<file path="src/rtl/puf_vote_ctrl.sv">
// puf_vote_ctrl: launches the arbiter PUF VOTES times per request, majority-votes each response bit, reports a stability mask.
// Latency: VOTES*(SETTLE+2) cycles from the accepting edge to rsp_valid; each evaluation is CLEAR(1) + ARM(SETTLE) + SAMPLE(1).
// Backpressure: req_ready only in IDLE; DONE holds the result and rsp_valid (puf_start low) until rsp_ready is seen.
module puf_vote_ctrl #(
    parameter int N      = 4,
    parameter int VOTES  = 7,
    parameter int SETTLE = 4,
    parameter int TUNE_W = 5
) (
    input  logic              clk,
    input  logic              rst_n,
    input  logic              req_valid,
    output logic              req_ready,
    input  logic [N-1:0]      challenge1,
    input  logic [N-1:0]      challenge2,
    input  logic [TUNE_W-1:0] tune_level,
    output logic [N-1:0]      puf_ch1,
    output logic [N-1:0]      puf_ch2,
    output logic [TUNE_W-1:0] puf_tune,
    output logic              puf_start,
    input  logic [2*N-1:0]    puf_resp,
    output logic              rsp_valid,
    input  logic              rsp_ready,
    output logic [2*N-1:0]    response,
    output logic [2*N-1:0]    stable_mask,
    output logic              busy
);

    localparam int RW = 2 * N;
    localparam int CW = $clog2(VOTES + 1);
    localparam int SW = $clog2(SETTLE + 1);

    localparam logic [CW-1:0] HALF  = CW'(VOTES / 2);
    localparam logic [CW-1:0] VMAX  = CW'(VOTES);
    localparam logic [CW-1:0] ELAST = CW'(VOTES - 1);
    localparam logic [SW-1:0] SLAST = SW'(SETTLE - 1);

    typedef enum logic [2:0] {
        IDLE,
        CLEAR,
        ARM,
        SAMPLE,
        DONE
    } state_t;

    state_t        state;
    logic [RW-1:0] sync1;
    logic [RW-1:0] sync2;
    logic [CW-1:0] cnt     [RW];
    logic [CW-1:0] cnt_add [RW];
    logic [CW-1:0] eval_cnt;
    logic [SW-1:0] arm_cnt;

    assign req_ready = (state == IDLE);

    // Two-flop synchronizer for the asynchronous arbiter outputs.
    always_ff @(posedge clk or negedge rst_n) begin
        if (!rst_n) begin
            sync1 <= '0;
            sync2 <= '0;
        end else begin
            sync1 <= puf_resp;
            sync2 <= sync1;
        end
    end

    // Per-bit vote tally including the sample being taken this cycle; the
    // final SAMPLE uses it directly so the decision sees all VOTES samples.
    always_comb begin
        for (int i = 0; i < RW; i++) begin
            cnt_add[i] = cnt[i] + CW'(sync2[i]);
        end
    end

    // Sequencer: request latch, clear/arm/sample race loop, result hold.
    always_ff @(posedge clk or negedge rst_n) begin
        if (!rst_n) begin
            state       <= IDLE;
            puf_start   <= 1'b0;
            puf_ch1     <= '0;
            puf_ch2     <= '0;
            puf_tune    <= '0;
            response    <= '0;
            stable_mask <= '0;
            rsp_valid   <= 1'b0;
            busy        <= 1'b0;
            eval_cnt    <= '0;
            arm_cnt     <= '0;
            for (int i = 0; i < RW; i++) begin
                cnt[i] <= '0;
            end
        end else begin
            case (state)
                IDLE: begin
                    if (req_valid) begin
                        puf_ch1   <= challenge1;
                        puf_ch2   <= challenge2;
                        puf_tune  <= tune_level;
                        eval_cnt  <= '0;
                        for (int i = 0; i < RW; i++) begin
                            cnt[i] <= '0;
                        end
                        busy      <= 1'b1;
                        puf_start <= 1'b0;
                        state     <= CLEAR;
                    end
                end
                CLEAR: begin
                    arm_cnt   <= '0;
                    puf_start <= 1'b1;
                    state     <= ARM;
                end
                ARM: begin
                    if (arm_cnt == SLAST) begin
                        state <= SAMPLE;
                    end else begin
                        arm_cnt <= arm_cnt + SW'(1);
                    end
                end
                SAMPLE: begin
                    for (int i = 0; i < RW; i++) begin
                        cnt[i] <= cnt_add[i];
                    end
                    eval_cnt  <= eval_cnt + CW'(1);
                    puf_start <= 1'b0;
                    if (eval_cnt == ELAST) begin
                        for (int i = 0; i < RW; i++) begin
                            response[i]    <= (cnt_add[i] > HALF);
                            stable_mask[i] <= (cnt_add[i] == '0) || (cnt_add[i] == VMAX);
                        end
                        rsp_valid <= 1'b1;
                        state     <= DONE;
                    end else begin
                        state <= CLEAR;
                    end
                end
                DONE: begin
                    if (rsp_ready) begin
                        rsp_valid <= 1'b0;
                        busy      <= 1'b0;
                        state     <= IDLE;
                    end
                end
                default: begin
                    puf_start <= 1'b0;
                    rsp_valid <= 1'b0;
                    busy      <= 1'b0;
                    state     <= IDLE;
                end
            endcase
        end
    end

endmodule
</file>
<file path="config.mk">
export PLATFORM = sky130hd
export DESIGN_NAME = puf_vote_ctrl
export DESIGN_NICKNAME = d
export VERILOG_FILES = /design/src/rtl/puf_vote_ctrl.sv
export SDC_FILE = /design/constraint.sdc
export NUM_CORES = 1
export LEC_CHECK = 0
export BUFFER_PORTS_ARGS = -buffer_cell sky130_fd_sc_hd__buf_2
export CORE_MARGIN = 2
export CORE_UTILIZATION = 30
export CTS_CLUSTER_DIAMETER = 50
export DETAILED_ROUTE_END_ITERATION = 7
export GPL_TIMING_DRIVEN = 0
export SETUP_SLACK_MARGIN = 0.4
export SYNTH_ARGS = -nofsm -noshare
export SYNTH_HDL_FRONTEND = slang
export SYNTH_SLANG_ARGS = --single-unit
</file>
<file path="constraint.sdc">
create_clock -name clk -period 2.8 [get_ports clk]
set_input_delay 0.14 -clock clk [delete_from_list [all_inputs] [get_ports clk]]
set_output_delay 0.14 -clock clk [all_outputs]
set_load 0.05 [all_outputs]
</file>
==> metrics.txt, run 1 <==
gp weighted congestion ~0.73; Data required, critical path 2.99 ns; total setup buffers inserted after CTS 0; Post-DP Area 4090 um2; area grow syn2layout 26.2%; biggest cell delay along the critical path between 0.4 and 0.5 ns; CP startpoint kind flip-flop; Final setup viols 0; Yosys Warn Count 0; Post-Synthesis Net Count 361; setup TNS 0 ns; sequential area share after synthesis between 50% and 60%; crit path DAT about 2.0 ns; initial antenna violation count 0; n_diodes 0; top cell family by delay on the critical path buffers and inverters; Final WS setup 0.995 ns; Worst-Skew Late Latency 0.33 ns; Routed Antenna Nets 0; Max Cap Viol 0; Avg Inst Size Synth between 10 and 15 um2; internal reg-to-reg setup slack 1.0 ns; cts bufs inserted 9; final instance area 4540 um2; DR vias approximately 2,500; H-Tree Depth 3; grt met2 use about a fifth; post-DP HPWL between 5 and 6 mm; area of the die 12,900 um2; clk buf depth 2; Cell Pwr Density 1160 nW/um2; CP Buf/Inv Count 2; Gate Count Post-Synth 316; net count reported at finish 439; Die Height 114 um; Finished Layout Cells roughly 540; global-route wire length before repair ~13 mm; WHS 0.0244 ns; final wirelength between 7 and 8 mm; count of pins over their slew limit 0; Reg-to-Reg Start state[0]$_DFFE_PN0P_; CORE AREA 11,600 um2; Place WS 1.01 ns; vias in the first global route 2,575; slowest CP cell clkbuf_1; Tmin final approximately 1.8 ns; Crit Path Max Fanout 10; hold depth 2; Worst Hold End puf_ch1[0]$_DFFE_PN0P_; Slew HR 64.7%; RSZ-0062 raised after global routing no; drt pass-1 iters 4; Synth top area share 56.3%; crit path launch state[0]$_DFFE_PN0P_; CTS hold repair buffers 9; status finished clean; grt met1 use 16.4%; top post-synthesis cells by area dfrtp_1 (56%), o21ai_0 (7.5%), ha_1 (7.0%); Unique masters post-synth 33; kind of critical path reg -> reg; CP Capture Type flip-flop; largest net degree at the start of global routing 54; Leakage 0.00223 uW; die width 114 um; Rows 39; clk slew on worst S/H paths ~0.060 ns; crit share post-route between 60% and 70%; critical-path cell list buf_2 > and3b_1 > nand3_1 > clkbuf_1 > o21ai_0; Max IR drop VDD 403 uV; share of layout cells above drive strength 1 24.3%; r2r endpoint response[1]$_DFFE_PN0P_; Max Clock Skew 0.00518 ns; Fin. Hold Viols 0; Total Routing Usage GR between 10% and 20%; # port buffers 57; most used routing layer met2; Slew @ Worst Pin 0.529 ns; #FFs+latches synth 81; WL per Instance ~14 um; clock root cell clkbuf_16; Placed Cells 517; CTS tree done; post-DR vias/cell 4.68; cell taking the most area after synthesis dfrtp_1; # DRC 0; initial drt markers between 60 and 70; Highest Clock Rate ~0.55 GHz; HP Start challenge1[0]; CTS resizes 0; Cell Area, Synth 3600 um2; TritonCTS Sinks 81; r2r worst-path depth 5; GRT overflow 0; worst min-delay path class in -> reg; initial core utilization 31.1%; # IOs slightly below 60; met3 Use GR under 10%
[area by class of cell]
type / instances / area [um2]
Fill cell: 1085 / 7020
Sequential cell: 81 / 2030
Multi-Input combinational cell: 214 / 1470
Timing Repair Buffer: 67 / 405
Clock buffer: 10 / 229
Tap cell: 143 / 179
Clock inverter: 6 / 130
Buffer: 17 / 85.1
Inverter: 4 / 15.0
[placed cells by master (no fill, tap or decap), drive strengths merged]
master and n:
bufinv 4, nand3 2, o21bai 1, dlygate4sd3 9
buf 67, a211o 8, mux2i 10, nand3b 1
and2 8, nor2b 2, nor4b 1, ha 20
dfrtp 81, nor3 2, nor3b 16, nand2 41
a21oi 3, o21ba 1, clkinv 2, clkbuf 18
inv 4, o22ai 2, and3b 1, a41oi 1
a22o 3, or3 1, o21ai 55, or2 1
mux2 14, xnor2 9, nor2 11
[state kept, by name, indices dropped and copies added (netlist names), 4 cells and up]
register     flops
sync1            8
cnt             24
stable_mask      8
response         8
puf_ch2          4
puf_tune         5
puf_ch1          4
sync2            8
[how the worst max path moves through the flow]
stage                                    to  slack (ns)  cells after the start
finish              response[1]$_DFFE_PN0P_         1.0                      5
global route        response[2]$_DFFE_PN0P_        0.84                      5
CTS                 response[1]$_DFFE_PN0P_         1.0                      5
detailed placement  response[6]$_DFFE_PN0P_        1.01                      5
global placement         sync2[5]$_DFF_PN0_        0.91                      1
floorplan                         req_ready        0.84                      3
[synth_stat cells, drive strengths merged]
cell type  number
buf             9
nand3           2
mux2           14
nor4b           1
clkbuf          8
a21oi           3
a41oi           1
nor3b          16
o21ai          55
and2            8
inv             4
nand2          41
xnor2           9
nand3b          1
and3b           1
o21ba           1
nor2b           2
ha             20
nor2           11
o21bai          1
mux2i          10
o22ai           2
dfrtp          81
or3             1
a22o            3
or2             1
a211o           8
nor3            2
[logic make-up after synthesis]
group | share of synthesized area (%)
flip-flops | 56.3
AND/OR/NAND/NOR | 12.7
multiplexers | 7.17
AO/OA/AOI/OAI | 11.8
XOR/XNOR | 2.19
adder cells (fa/ha/maj) | 6.96
buffers and inverters | 2.78
[power by group]
group	switching (uW)	internal [uW]
clock network	461	958
logic	1430	700
registers	197	1520
total	2090	3180
[through the flow]
step                      utilization, %  total power, uW
final                               39.3             5270
after global routing                39.3             5630
after CTS                           39.3             5340
after detailed placement            35.4             3880
after global placement              35.1             3820
after floorplan                        -             3340
[metal layers]
metal  routed length, um  up-vias
li1                    -     1267
met1                3550     1219
met2                3560       37
met3                 225       11
met4                 172        0
met5                   0        -
Power figures use the tool's default switching activity.
==> run 2: changes to the inputs <==
==> constraint.sdc (replaced) <==
create_clock -name clk -period 1.8 [get_ports clk]
set_input_delay 0.09 -clock clk [delete_from_list [all_inputs] [get_ports clk]]
set_output_delay 0.09 -clock clk [all_outputs]
set_load 0.05 [all_outputs]
==> metrics.txt, run 2 (synthesis results as in run 1) <==
worst min-delay path class in -> reg; Rows 39; r2r endpoint puf_ch2[0]$_DFFE_PN0P_; crit path launch state[1]$_DFFE_PN0P_; Data required, critical path 2.02 ns; Pwr Total 8970 uW; crit share post-route 85.9%; final wirelength between 8 and 9 mm; Final setup viols 0; gp weighted congestion 0.765; n_diodes 0; Max Clock Skew 0.00992 ns; status finished clean; Cell Pwr Density 1680 nW/um2; Total Routing Usage GR 13.6%; count of pins over their slew limit 0; WL per Instance approximately 15 um; Routed Antenna Nets 0; DR vias 2,734; TritonCTS Sinks between 80 and 90; CTS tree done; Slew HR 67.8%; final instance area around 5300 um2; filler cell count 1,063; RSZ-0062 raised after global routing yes; net count reported at finish 477; initial drt markers 46; Slew @ Worst Pin 0.484 ns; flip-flop count of the largest register after layout 24; Multi-input gate area 1860 um2; commonest non-fill, non-tap cell in the layout dfrtp_1; initial core utilization 31.1%; Post-DP Area 4130 um2; most frequent cells in the layout dfrtp_1 (81), buf_2 (57), nand2_1 (40); Leakage about 0.0025 uW; Die Height 114 um; r2r worst-path depth 5; post-DP HPWL 5.23 mm; H-Tree Depth 3; Crit Path Max Fanout 5; global-route wire length before repair around 14 mm; Max IR drop VDD 1010 uV; Final WS setup 0.254 ns; Tmin final 1.55 ns; Placed Cells 517; Reg-to-Reg Start state[1]$_DFFE_PN0P_; Worst-Skew Late Latency about 0.33 ns; kind of critical path reg -> reg; CP Capture Type flip-flop; Fin. Hold Viols 0; Finished Layout Cells between 500 and 600; drt pass-1 iters 4; post-DR vias/cell 4.72; Max Cap Viol 0; clock root cell clkbuf_16; cts bufs inserted 9; share of layout cells above drive strength 1 40.1%; # DRC 0; Highest Clock Rate 0.647 GHz; die width 114 um; WHS 0.0654 ns; internal reg-to-reg setup slack 0.25 ns; CORE AREA 11,600 um2; # port buffers 57; largest net degree at the start of global routing 48; GRT overflow 0; clk buf depth 2; initial antenna violation count 0; crit path DAT 1.76 ns; CP endpoint puf_ch2[0]$_DFFE_PN0P_; Place WS -0.0573 ns; clk slew on worst S/H paths 0.06 ns; area of the die around 13,000 um2; CP startpoint kind flip-flop; area grow syn2layout 48.6%; Reg with most FFs cnt; register area about 2000 um2; # IOs 58; vias in the first global route 2,675
run 2: how the worst min path moves through the flow:
stage	from	end	slack [ns]	cells past startpoint
2_1_floorplan	rst_n	arm_cnt[0]$_DFFE_PN0P_	-0.21	0
3_3_place_gp	puf_resp[5]	sync1[5]$_DFF_PN0_	0.20	1
3_5_place_dp	rst_n	response[2]$_DFFE_PN0P_	0.09	1
4_1_cts	rsp_ready	state[2]$_DFFE_PN0P_	0.05	4
5_1_grt	rsp_ready	state[2]$_DFFE_PN0P_	0.07	4
6_report	rsp_ready	state[2]$_DFFE_PN0P_	0.07	4
run 2: area by class of cell:
| cell class | count | share of cell area [%] |
|---|---|---|
| plain buffers | 17 | 3.82 |
| inverters | 4 | 0.281 |
| repair buffers | 104 | 14.4 |
| well taps | 143 | 3.35 |
| clock buffers | 14 | 5.31 |
| multi-input cells | 215 | 34.8 |
| flip-flops and latches | 81 | 37.9 |
| clock inverters | 1 | 0.164 |
run 2: stage by stage:
| stage | setup TNS, ns | util, % |
|---|---|---|
| detailed placement | -0.331 | 35.7 |
| finish | 0 | 46.2 |
| global placement | -2.85 | 35.5 |
| global route | 0 | 46.2 |
| floorplan | 0 | - |
| CTS | 0 | 43.9 |
run 2: what timing repair did:
action | CTS | global route
buffers inserted | 14 | 7
gates cloned | 4 | 0
endpoints found under the setup margin | 63 | 60
hold buffers | 22 | 0
pin swaps | 12 | 13
resized for setup | 73 | 73
hold endpoints to repair | 55 | 0
run 2: per-layer routing:
metal,up-vias,wire [um],global-route usage (%)
met1,1342,4010,18.6
met4,0,93,4.39
li1,1341,-,-
met5,-,0,0
met3,8,247,3.61
met2,43,4060,21.4
run 2: worst max-delay path, cell delays in order, from the launching register on:
cell and delay, ns:
dfrtp_1 0.37, buf_6 0.13, nor4b_4 0.29, buf_4 0.20
buf_16 0.12, mux2_2 0.32
run 2: report_power, final:
part	switching [uW]	leakage, uW	internal (uW)
sequential	391	0.00103	2370
clock	686	0.000145	1080
combinational	2540	0.00131	1900
total	3620	0.00249	5350
